File: src/rtl/hazard_fwd_unit.sv
// Purpose: decode-side RAW hazard detector with ALU operand forwarding select and stall counter.
// Latency: zero-cycle decision; outputs are combinational from shadow EX/MEM state plus ID inputs.
// Backpressure: holds PC and IF/ID (pc_en=0) and injects an ID/EX bubble while stalling; flush wins.
module hazard_fwd_unit #(
    parameter int RA_W   = 2,
    parameter int FWD_EN = 1,
    parameter int CNT_W  = 16
) (
    input  logic             clk,
    input  logic             rst_n,
    input  logic             id_valid,
    input  logic [3:0]       id_op,
    input  logic [RA_W-1:0]  id_rs1,
    input  logic [RA_W-1:0]  id_rs2,
    input  logic             id_use1,
    input  logic             id_use2,
    input  logic [RA_W-1:0]  id_rd,
    input  logic             flush,
    output logic             pc_en,
    output logic             id_bubble,
    output logic [1:0]       fwd_a,
    output logic [1:0]       fwd_b,
    output logic [CNT_W-1:0] stall_cnt
);

    // Shadow copy of the destination info of the instructions in EX and MEM.
    logic            ex_v, ex_wr, ex_ld;
    logic [RA_W-1:0] ex_rd;
    logic            mem_v, mem_wr, mem_ld;
    logic [RA_W-1:0] mem_rd;

    logic id_wr, id_ld;
    logic m_ex_1, m_ex_2, m_mem_1, m_mem_2;
    logic raw_stall, stall;

    // Opcode decode: which ID instructions write a register, and which are loads.
    always_comb begin
        id_wr = 1'b0;
        case (id_op)
            4'h1, 4'h2, 4'h3, 4'h4, 4'h5,
            4'h7, 4'h8, 4'hD, 4'hF: id_wr = 1'b1;
            default:                id_wr = 1'b0;
        endcase
        id_ld = (id_op == 4'hD);
    end

    // Source/destination matches against the two in-flight producers (r0 included).
    always_comb begin
        m_ex_1  = ex_v  & ex_wr  & (ex_rd  == id_rs1) & id_use1;
        m_ex_2  = ex_v  & ex_wr  & (ex_rd  == id_rs2) & id_use2;
        m_mem_1 = mem_v & mem_wr & (mem_rd == id_rs1) & id_use1;
        m_mem_2 = mem_v & mem_wr & (mem_rd == id_rs2) & id_use2;
    end

    // Stall decision: load-use only with forwarding, any EX/MEM RAW without; flush cancels it.
    always_comb begin
        if (FWD_EN != 0) begin
            raw_stall = id_valid & ex_ld & (m_ex_1 | m_ex_2);
        end else begin
            raw_stall = id_valid & (m_ex_1 | m_ex_2 | m_mem_1 | m_mem_2);
        end
        stall     = raw_stall & ~flush;
        pc_en     = ~stall;
        id_bubble = stall | flush | ~id_valid;
    end

    // Forwarding select: youngest producer first; a load in EX has no result yet.
    always_comb begin
        fwd_a = 2'b00;
        fwd_b = 2'b00;
        if (FWD_EN != 0) begin
            if (m_ex_1 & ~ex_ld) begin
                fwd_a = 2'b01;
            end else if (m_mem_1) begin
                fwd_a = 2'b10;
            end
            if (m_ex_2 & ~ex_ld) begin
                fwd_b = 2'b01;
            end else if (m_mem_2) begin
                fwd_b = 2'b10;
            end
        end
    end

    // Shadow pipeline advance: MEM follows EX, EX takes the ID instruction or a bubble.
    always_ff @(posedge clk or negedge rst_n) begin
        if (!rst_n) begin
            ex_v   <= 1'b0;
            ex_wr  <= 1'b0;
            ex_ld  <= 1'b0;
            ex_rd  <= '0;
            mem_v  <= 1'b0;
            mem_wr <= 1'b0;
            mem_ld <= 1'b0;
            mem_rd <= '0;
        end else begin
            mem_v  <= ex_v;
            mem_wr <= ex_wr;
            mem_ld <= ex_ld;
            mem_rd <= ex_rd;
            if (id_valid & ~stall & ~flush) begin
                ex_v  <= 1'b1;
                ex_wr <= id_wr;
                ex_ld <= id_ld;
                ex_rd <= id_rd;
            end else begin
                ex_v  <= 1'b0;
            end
        end
    end

    // Saturating count of stalled cycles.
    always_ff @(posedge clk or negedge rst_n) begin
        if (!rst_n) begin
            stall_cnt <= '0;
        end else if (stall && (stall_cnt != {CNT_W{1'b1}})) begin
            stall_cnt <= stall_cnt + 1'b1;
        end
    end

endmodule

File: config.mk
export PLATFORM = sky130hd
export DESIGN_NAME = hazard_fwd_unit
export DESIGN_NICKNAME = d
export VERILOG_FILES = /design/src/rtl/hazard_fwd_unit.sv
export SDC_FILE = /design/constraint.sdc
export NUM_CORES = 1
export LEC_CHECK = 0
export CAP_MARGIN = 20
export CORE_ASPECT_RATIO = 1.1
export CORE_MARGIN = 10
export CORE_UTILIZATION = 48
export CTS_BUF_LIST = sky130_fd_sc_hd__clkbuf_4 sky130_fd_sc_hd__clkbuf_8
export CTS_CLUSTER_DIAMETER = 60
export DETAILED_ROUTE_END_ITERATION = 7
export PLACE_DENSITY = 0.91
export SLEW_MARGIN = 20
export SYNTH_ARGS = -nofsm -noshare
export SYNTH_HDL_FRONTEND = slang
export SYNTH_SLANG_ARGS = --single-unit
File: constraint.sdc
create_clock -name clk -period 2.07 [get_ports clk]
set_clock_uncertainty 0.05 [all_clocks]
set_input_delay 0.207 -clock clk [delete_from_list [all_inputs] [get_ports clk]]
set_output_delay 0.207 -clock clk [all_outputs]
set_load 0.03 [all_outputs]
Word-level counts from Yosys, hierarchy flattened --
Memories as Yosys holds them, arrays and structs flattened. A register that Yosys moved wholly into a read port is not among the register bits. Index checks and enable logic that the tools add are counted.
Operators by class: muxes and demuxes 5, eq/ne operators 6, reductions and logical operators 2, bitwise operators 24, add/sub/neg operators 1
Operators with widths (number):
- 1-bit bitwise AND | 17
- 16-bit by 1-bit adder with 16-bit output (second input constant) | 1
- 16-bit != test (second input constant) | 1
- 2-bit == test | 4
- 2-bit two-way mux | 4
- 4-bit == test (second input constant) | 1
- 1-bit NOT | 4
- 1-bit OR | 3
- 1-bit logical AND | 1
- 1-bit zero test | 1
- 1-bit two-way mux | 1
Storage, ports and cells: word-level logic and storage cells 46, output and inout port bits 22, memories 1, ROM bits 16, register bits 24
Memory list:
- (name not given) | words 16, bits a word 1, rd ports 1, clocked after memory_dff 1, write ports 0, RTL line 39 | case (id_op)

Logic depth before layout (Yosys ltp) --
Gate-level depths: netlist (run 1).
depth after elaboration 10, depth in mapped cells 6, gate-level depth less buffers 6

Least setup slack after synthesis (run 1) --
OpenSTA, ideal clock, no wires.
kind register to register, from register stall_cnt[0], to register stall_cnt[1], clock period less this slack 2.013 ns, stages on the path, launching flop included 7, path buffers 0, data required time 1.895 ns, data arrival time 1.838 ns, path slack 0.057 ns, library setup time 0.125 ns, cells stage by stage dfrtp_1 -> ha_1 -> nand4_1 -> nor2_1 -> nand3_1 -> nand2_1 -> mux2_4
Between the ends: cells in the longest elaborated chain, start to end 2, elaborated cells on any way between the ends 3
Ends and longest elaborated chain:
- start, declared | RTL line 23 | output logic [CNT_W-1:0] stall_cnt
- start signal, assigned | RTL line 117 | stall_cnt <= stall_cnt + 1'b1;
- branches (longest 2 deep; another with 16-bit by 1-bit adder with 16-bit output)
Parallel ways; which one is timed is not known. A chain may end at the register's enable or synchronous reset.

Worst setup path in the final report (run 1) --
from register ex_rd[0], to register stall_cnt[1]
Between the ends: cells in the longest elaborated chain, start to end 7, elaborated cells on any way between the ends 10
Ends and longest elaborated chain:
- start, declared | RTL line 28 | logic [RA_W-1:0] ex_rd;
- start signal, assigned | RTL line 105 | ex_rd <= id_rd;
- 2-bit == test, on equally long branches | RTL line 49, 50
- 1-bit bitwise AND, on equally long branches (2 in a row) | RTL line 49, 50
- 1-bit OR *
- 1-bit bitwise AND * | RTL line 58 | raw_stall = id_valid & ex_ld & (m_ex_1 | m_ex_2);
- 1-bit bitwise AND * | RTL line 62 | stall = raw_stall & ~flush;
- 1-bit logical AND * | RTL line 116 | end else if (stall && (stall_cnt != {CNT_W{1'b1}})) begin
Mark *: on every way between the ends. The rest lies on a longest branch, timed or not.

==> results of run 1 <==
## power by group
group	total, mW	switching (mW)	internal [mW]
Clock	0.225	0.136	0.0885
Combinational	0.197	0.0951	0.102
Sequential	0.562	0.0413	0.521
Total	0.985	0.273	0.712
## stage by stage
| step | std cells | hold slack [ps] |
|---|---|---|
| after floorplan | 118 | -139 |
| after global placement | 193 | 370 |
| after detailed placement | 193 | 381 |
| after CTS | 197 | 182 |
| after global routing | 197 | 181 |
| final | 197 | 176 |
## what timing repair did
action / CTS / global route
resized for setup: 1 / 4
setup endpoints to repair: 1 / 6
pin swaps: 0 / 1
cloned: 0 / 0
hold endpoints to repair: 0 / 0
## worst paths after layout
| kind | startpoint | end | slack (ps) |
|---|---|---|---|
| max reg2reg | ex_rd[0] | stall_cnt[1] | 70 |
| max | ex_rd[0] | stall_cnt[1] | 70 |
| max in group asynchronous | rst_n | ex_rd[1] | 1530 |
| min | rst_n | stall_cnt[2] | 180 |
| min in group clk | ex_v | mem_v | 420 |
| min reg2reg | ex_v | mem_v | 420 |
## per-layer routing
layer | vias to the layer above | track usage | share of wire
li1 | 522 | - | -
met1 | 523 | 0.130 | 0.37
met2 | 38 | 0.221 | 0.51
met3 | 10 | 0.0505 | 0.092
met4 | 0 | 0.0470 | 0.024
met5 | - | 0 | 0
## registers in the layout, summed over array words and instances (netlist names)
signal	flops
ex_rd	2
stall_cnt	16
ex_ld	1
mem_rd	2
ex_v	1
ex_wr	1
mem_v	1
mem_wr	1
## cell type report
type	instances	area (um^2)	area share
multi-input combinational	90	656	0.368
tap	31	38.8	0.0218
timing repair buffer	45	420	0.236
sequential	25	628	0.353
inverter	2	7.51	0.00422
clock buffer	4	30.0	0.0169
## cells in the final DEF, fill, tap and decap left out, drive strengths merged, types with 2 or more instances in the layout
| master | count |
|---|---|
| a21o | 2 |
| a31oi | 2 |
| and2 | 2 |
| and3 | 6 |
| buf | 13 |
| clkbuf | 4 |
| clkdlybuf4s50 | 31 |
| dfrtp | 25 |
| inv | 2 |
| mux2 | 5 |
| nand2 | 8 |
| nand2b | 3 |
| nand3 | 10 |
| nand4 | 10 |
| nand4b | 2 |
| nor2 | 8 |
| nor3 | 2 |
| o21ai | 4 |
| xnor2 | 19 |
| xor2 | 2 |
## cells by family (layout without fill, tap and decap cells)
group | after synthesis | count (layout)
buffers and inverters | 3 | 51
AOI/OAI and AO/OA | 10 | 10
muxes | 5 | 5
DFF | 25 | 25
xor gates and xnor gates | 21 | 21
adders and majority gates | 1 | 1
and+or+nand+nor | 53 | 53
## worst max-delay path: cells and delay by family (launching register included)
family	cells	cell delay, ps
xor+xnor	1	200
compound gates	1	490
mux	1	330
flops	1	460
simple gates	2	370
==> results.cfg, run 1 <==
[timing]
slew_headroom = 0.742
fmax_mhz = 500
fin_ws_ps = 68.0
slew_violations = 0
rsz0062_at_grt = true
setup_tns_ps = 0
finalCriticalPeriod_ps = 2000
hold_viol_final = 0
finalCritPeriodShare = 0.967
report.final.setup_viol = 0
worst_pin_slew_ps = 385

[critical_path]
startpoint_type = flip-flop
crit_chain = xnor2_1 -> nand3_2 -> a2111oi_4 -> nand2_1 -> mux2_4
critPathCaptureType = flip-flop
crit_slowest_cell = a2111oi_4
critPathRequiredTime_ps = 2230
arrival_ps = 2160
max_stage_delay_ps = 490
worst-setup-path-type = reg2reg
crit_fanout = 4
r2r_cells = 5

[clock_network]
hold_buffers = 0
cts_tree = built
root_buffer = clkbuf_4
post_cts_buffers = 0
cts.sinks = 25
htreeDepth = 1
insertion_delay_ps = 320
cts_made_buffers = 3
cts_buffer_depth = 2
clkSlewWorstSetupHoldPaths_ps = 130

[final_layout]
antennaDiodeCount = 0
fin_util = 0.700
layout.nets = 184
drive_gt1_frac = 0.181
stdcell_area_um2 = 1780
area_growth_pct = 37.2
fill_cells = 205

[yosys]
synth_edf_count = 0
synth_top_area_cell = dfrtp_1
syn_inst = 118
yosys_register_bits = 25
yosys_most_used_dff = dfrtp_1
synth_common_cells = dfrtp_1, xnor2_1, nand4_1
netlist_area_um2 = 1300
synth_mux_area_frac = 0.0463
yosysUniqueCellTypes = 27
syn_nets = 135
yosys-top-cells-area = dfrtp_1, xnor2_1, nand4_1
syn_area_per_cell_um2 = 11.0
synth_top_family_by_area = simple AND/OR/NAND/NOR gates
synth-xor-area-share = 0.153
synth_compound_area_frac = 0.0665
synthArstFlopShare = 1.00
yosysMostFrequentCell = dfrtp_1
yosysWarnings = 0
ys_seq_area_frac = 0.482
yosys.area_share.simple = 0.228
synth_fa_ha_area_frac = 0.00964
synth_top_area_frac = 0.482

[run]
maxCapViolations = 0

[grt]
grt_pass1_wl_mm = 5.33
overflow = 0
grt_pass1_vias = 1132
grt_usage = 0.124
antenna_found_initial = 0
grt_max_degree = 26

[floorplan]
start_util = 0.510
die_h_um = 74.5
ioPinCount = 38
core_area_um2 = 2540
dieArea_um2 = 5190
rows = 19
die_w_um = 69.6

[detailed_routing]
via_per_inst = 5.55
wl_per_cell_um = 16.8
drt_first_pass_iters = 4
wirelength_mm = 3.30
via_count = 1093
drt_first_iter_violations = 56
antenna_left = 0
drc = 0

[pwr]
power_mw = 0.985
p_per_area_nw_per_um2 = 553
max-vdd-ir-drop_v = 0.000470
power_leakage_nw = 0.737

[placed_design]
post_dp_cell_area_um2 = 1740
place_congestion = 0.892
place_ws_ps = -166
dp_hpwl_mm = 2.46
numPortBuffers = 37

[worst_hold_path]
hold_path.class = in2async

[run_status]
status = complete, no violations
Note: power is estimated with default switching activity, not from simulation.
==> run 2, diff against run 1 <==
==> constraint.sdc (replaced) <==
create_clock -name clk -period 2.07 [get_ports clk]
set_clock_uncertainty 0.05 [all_clocks]
set_input_delay 0.207 -clock clk [delete_from_list [all_inputs] [get_ports clk]]
set_output_delay 0.207 -clock clk [all_outputs]
set_load 0.02 [all_outputs]
==> run 2 against run 1 <==
Against the previous run:
- the flow now finishes with violations (setup timing)
- maximum frequency down 3.4%
- wire length up 1.8%
- critical path depth up 1
- setup slack worse by 70 ps
- sequential cell count unchanged
- cell area up 3.7%
- total power down 0.16%
- count of clock-buffer cells in the layout unchanged
- die area unchanged
- core utilization up 2.6 points
- register-to-register slack worse by 70 ps
- largest cell class unchanged
- largest power group unchanged
==> results.cfg, run 2 (same netlist as run 1, synthesis figures left out) <==
[run_status]
status = complete, but fails checks
violations = setup timing

[critical_path]
worst-setup-path-type = reg2reg
critPathRequiredTime_ps = 2230
crit_slowest_cell = a2111oi_4
crit_fanout = 4
startpoint_type = flip-flop
critPathCaptureType = flip-flop
arrival_ps = 2230
max_stage_delay_ps = 490
crit_chain = xnor2_2 -> nand3_2 -> a2111oi_4 -> buf_4 -> nand4_1 -> mux2_4

[timing]
fin_ws_ps = -2.14
report.final.setup_viol = 1
rsz0062_at_grt = true
fmax_mhz = 483
slew_headroom = 0.744
finalCritPeriodShare = 1.00
hold_viol_final = 0
slew_violations = 0
finalCriticalPeriod_ps = 2070
worst_pin_slew_ps = 385

[detailed_routing]
wl_per_cell_um = 16.6
via_per_inst = 5.57
via_count = 1125
drc = 0
wirelength_mm = 3.36
drt_first_pass_iters = 4
drt_first_iter_violations = 56
antenna_left = 0

[grt]
antenna_found_initial = 0
use_met1 = 0.132
grt_usage = 0.128
grt.met2_usage = 0.243
busiest_layer = met2
met3_usage = 0.0412
overflow = 0
grt_pass1_vias = 1224
grt_max_degree = 26
grt_pass1_wl_mm = 5.58

[floorplan]
dieArea_um2 = 5190
ioPinCount = 38
rows = 19
die_w_um = 69.6
die_h_um = 74.5
start_util = 0.510
core_area_um2 = 2540

[placed_design]
place_ws_ps = -205
numPortBuffers = 37
place_congestion = 0.892
dp_hpwl_mm = 2.66
dp.cells = 195

[final_layout]
drive_gt1_frac = 0.199
final_common_cell = clkdlybuf4s50_1
final_cell_mix = clkdlybuf4s50_1, dfrtp_1, xnor2_1
area_growth_pct = 42.3
regArea_um2 = 628
layout.nets = 189
antennaDiodeCount = 0
multi_input_area_um2 = 676
largest_reg_flops = 16
fill_cells = 195
finalNonFillerCells = 202
top_regs = stall_cnt (16), ex_rd (2), mem_rd (2)
regMostFlops = stall_cnt

[clock_network]
cts.sinks = 25
root_buffer = clkbuf_4
cts_buffer_depth = 2
insertion_delay_ps = 300
htreeDepth = 1
cts_made_buffers = 3
hold_buffers = 0
clkSlewWorstSetupHoldPaths_ps = 130
cts_tree = built

[pwr]
power_mw = 0.983
power_leakage_nw = 0.788
max-vdd-ir-drop_v = 0.000413
p_per_area_nw_per_um2 = 532

[worst_hold_path]
hold_path.class = in2async

[run]
maxCapViolations = 0
==> run 2: per-layer routing <==
layer  routed length [um]  up-vias
li1                     -      531
met3                  260        6
met4                   46        0
met2                 1810       46
met1                 1240      542
met5                    0        -
==> run 2: critical path, delay by kind of cell, from the launching register on <==
family                 cells  cell delay [ps]
multiplexers               1              330
AND/OR/NAND/NOR            2              270
flip-flops                 1              470
AO/OA/AOI/OAI              1              490
XOR/XNOR                   1              170
buffers and inverters      1              190
==> run 2: final cells by class <==
type | instances | area share
Sequential cell | 25 | 0.340
Tap cell | 31 | 0.0210
Inverter | 2 | 0.00407
Timing Repair Buffer | 50 | 0.253
Clock buffer | 4 | 0.0163
Multi-Input combinational cell | 90 | 0.366
==> run 2: repair_timing <==
item | in CTS | in global routing
setup buffers | 0 | 3
setup endpoints to repair | 6 | 14
gates resized for setup | 9 | 6
cloned | 0 | 0
pin swaps | 0 | 4
==> run 2: final timing paths <==
check	slack, ps	cells past startpoint	endpoint	from
setup / recovery	-2	6	stall_cnt[14]	ex_rd[1]
max in group asynchronous	1520	2	ex_rd[1]	rst_n
min in group clk	390	0	mem_v	ex_v
hold reg to reg	390	0	mem_v	ex_v
hold / removal	200	2	mem_v	rst_n
setup reg to reg	-2	6	stall_cnt[14]	ex_rd[1]
==> run 2: where the power goes <==
part           leakage, nW  total [mW]  internal (mW)  switching [mW]
Sequential           0.327       0.562          0.521          0.0412
Combinational        0.443       0.203          0.115          0.0880
Clock               0.0184       0.218         0.0882           0.130
Total                0.788       0.983          0.724           0.259
==> run 2: per-stage QoR <==
step	hold WS, ps	utilization	TNS [ps]	instance area, um^2
floorplan	-139	-	0	1300
global placement	367	0.696	-1210	1770
detailed placement	373	0.696	-2950	1770
CTS	190	0.709	0	1800
global route	208	0.726	-82.2	1850
finish	196	0.726	-2.14	1850
==> run 3, diff against run 2 <==
--- a/config.mk
+++ b/config.mk
@@ -12,6 +12,7 @@
 export CTS_BUF_LIST = sky130_fd_sc_hd__clkbuf_4 sky130_fd_sc_hd__clkbuf_8
 export CTS_CLUSTER_DIAMETER = 60
 export DETAILED_ROUTE_END_ITERATION = 7
+export GPL_ROUTABILITY_DRIVEN = 0
 export PLACE_DENSITY = 0.91
 export SLEW_MARGIN = 20
 export SYNTH_ARGS = -nofsm -noshare
==> results of run 3 <==
No change in the layout: final DEF, timing and power equal those of run 2.
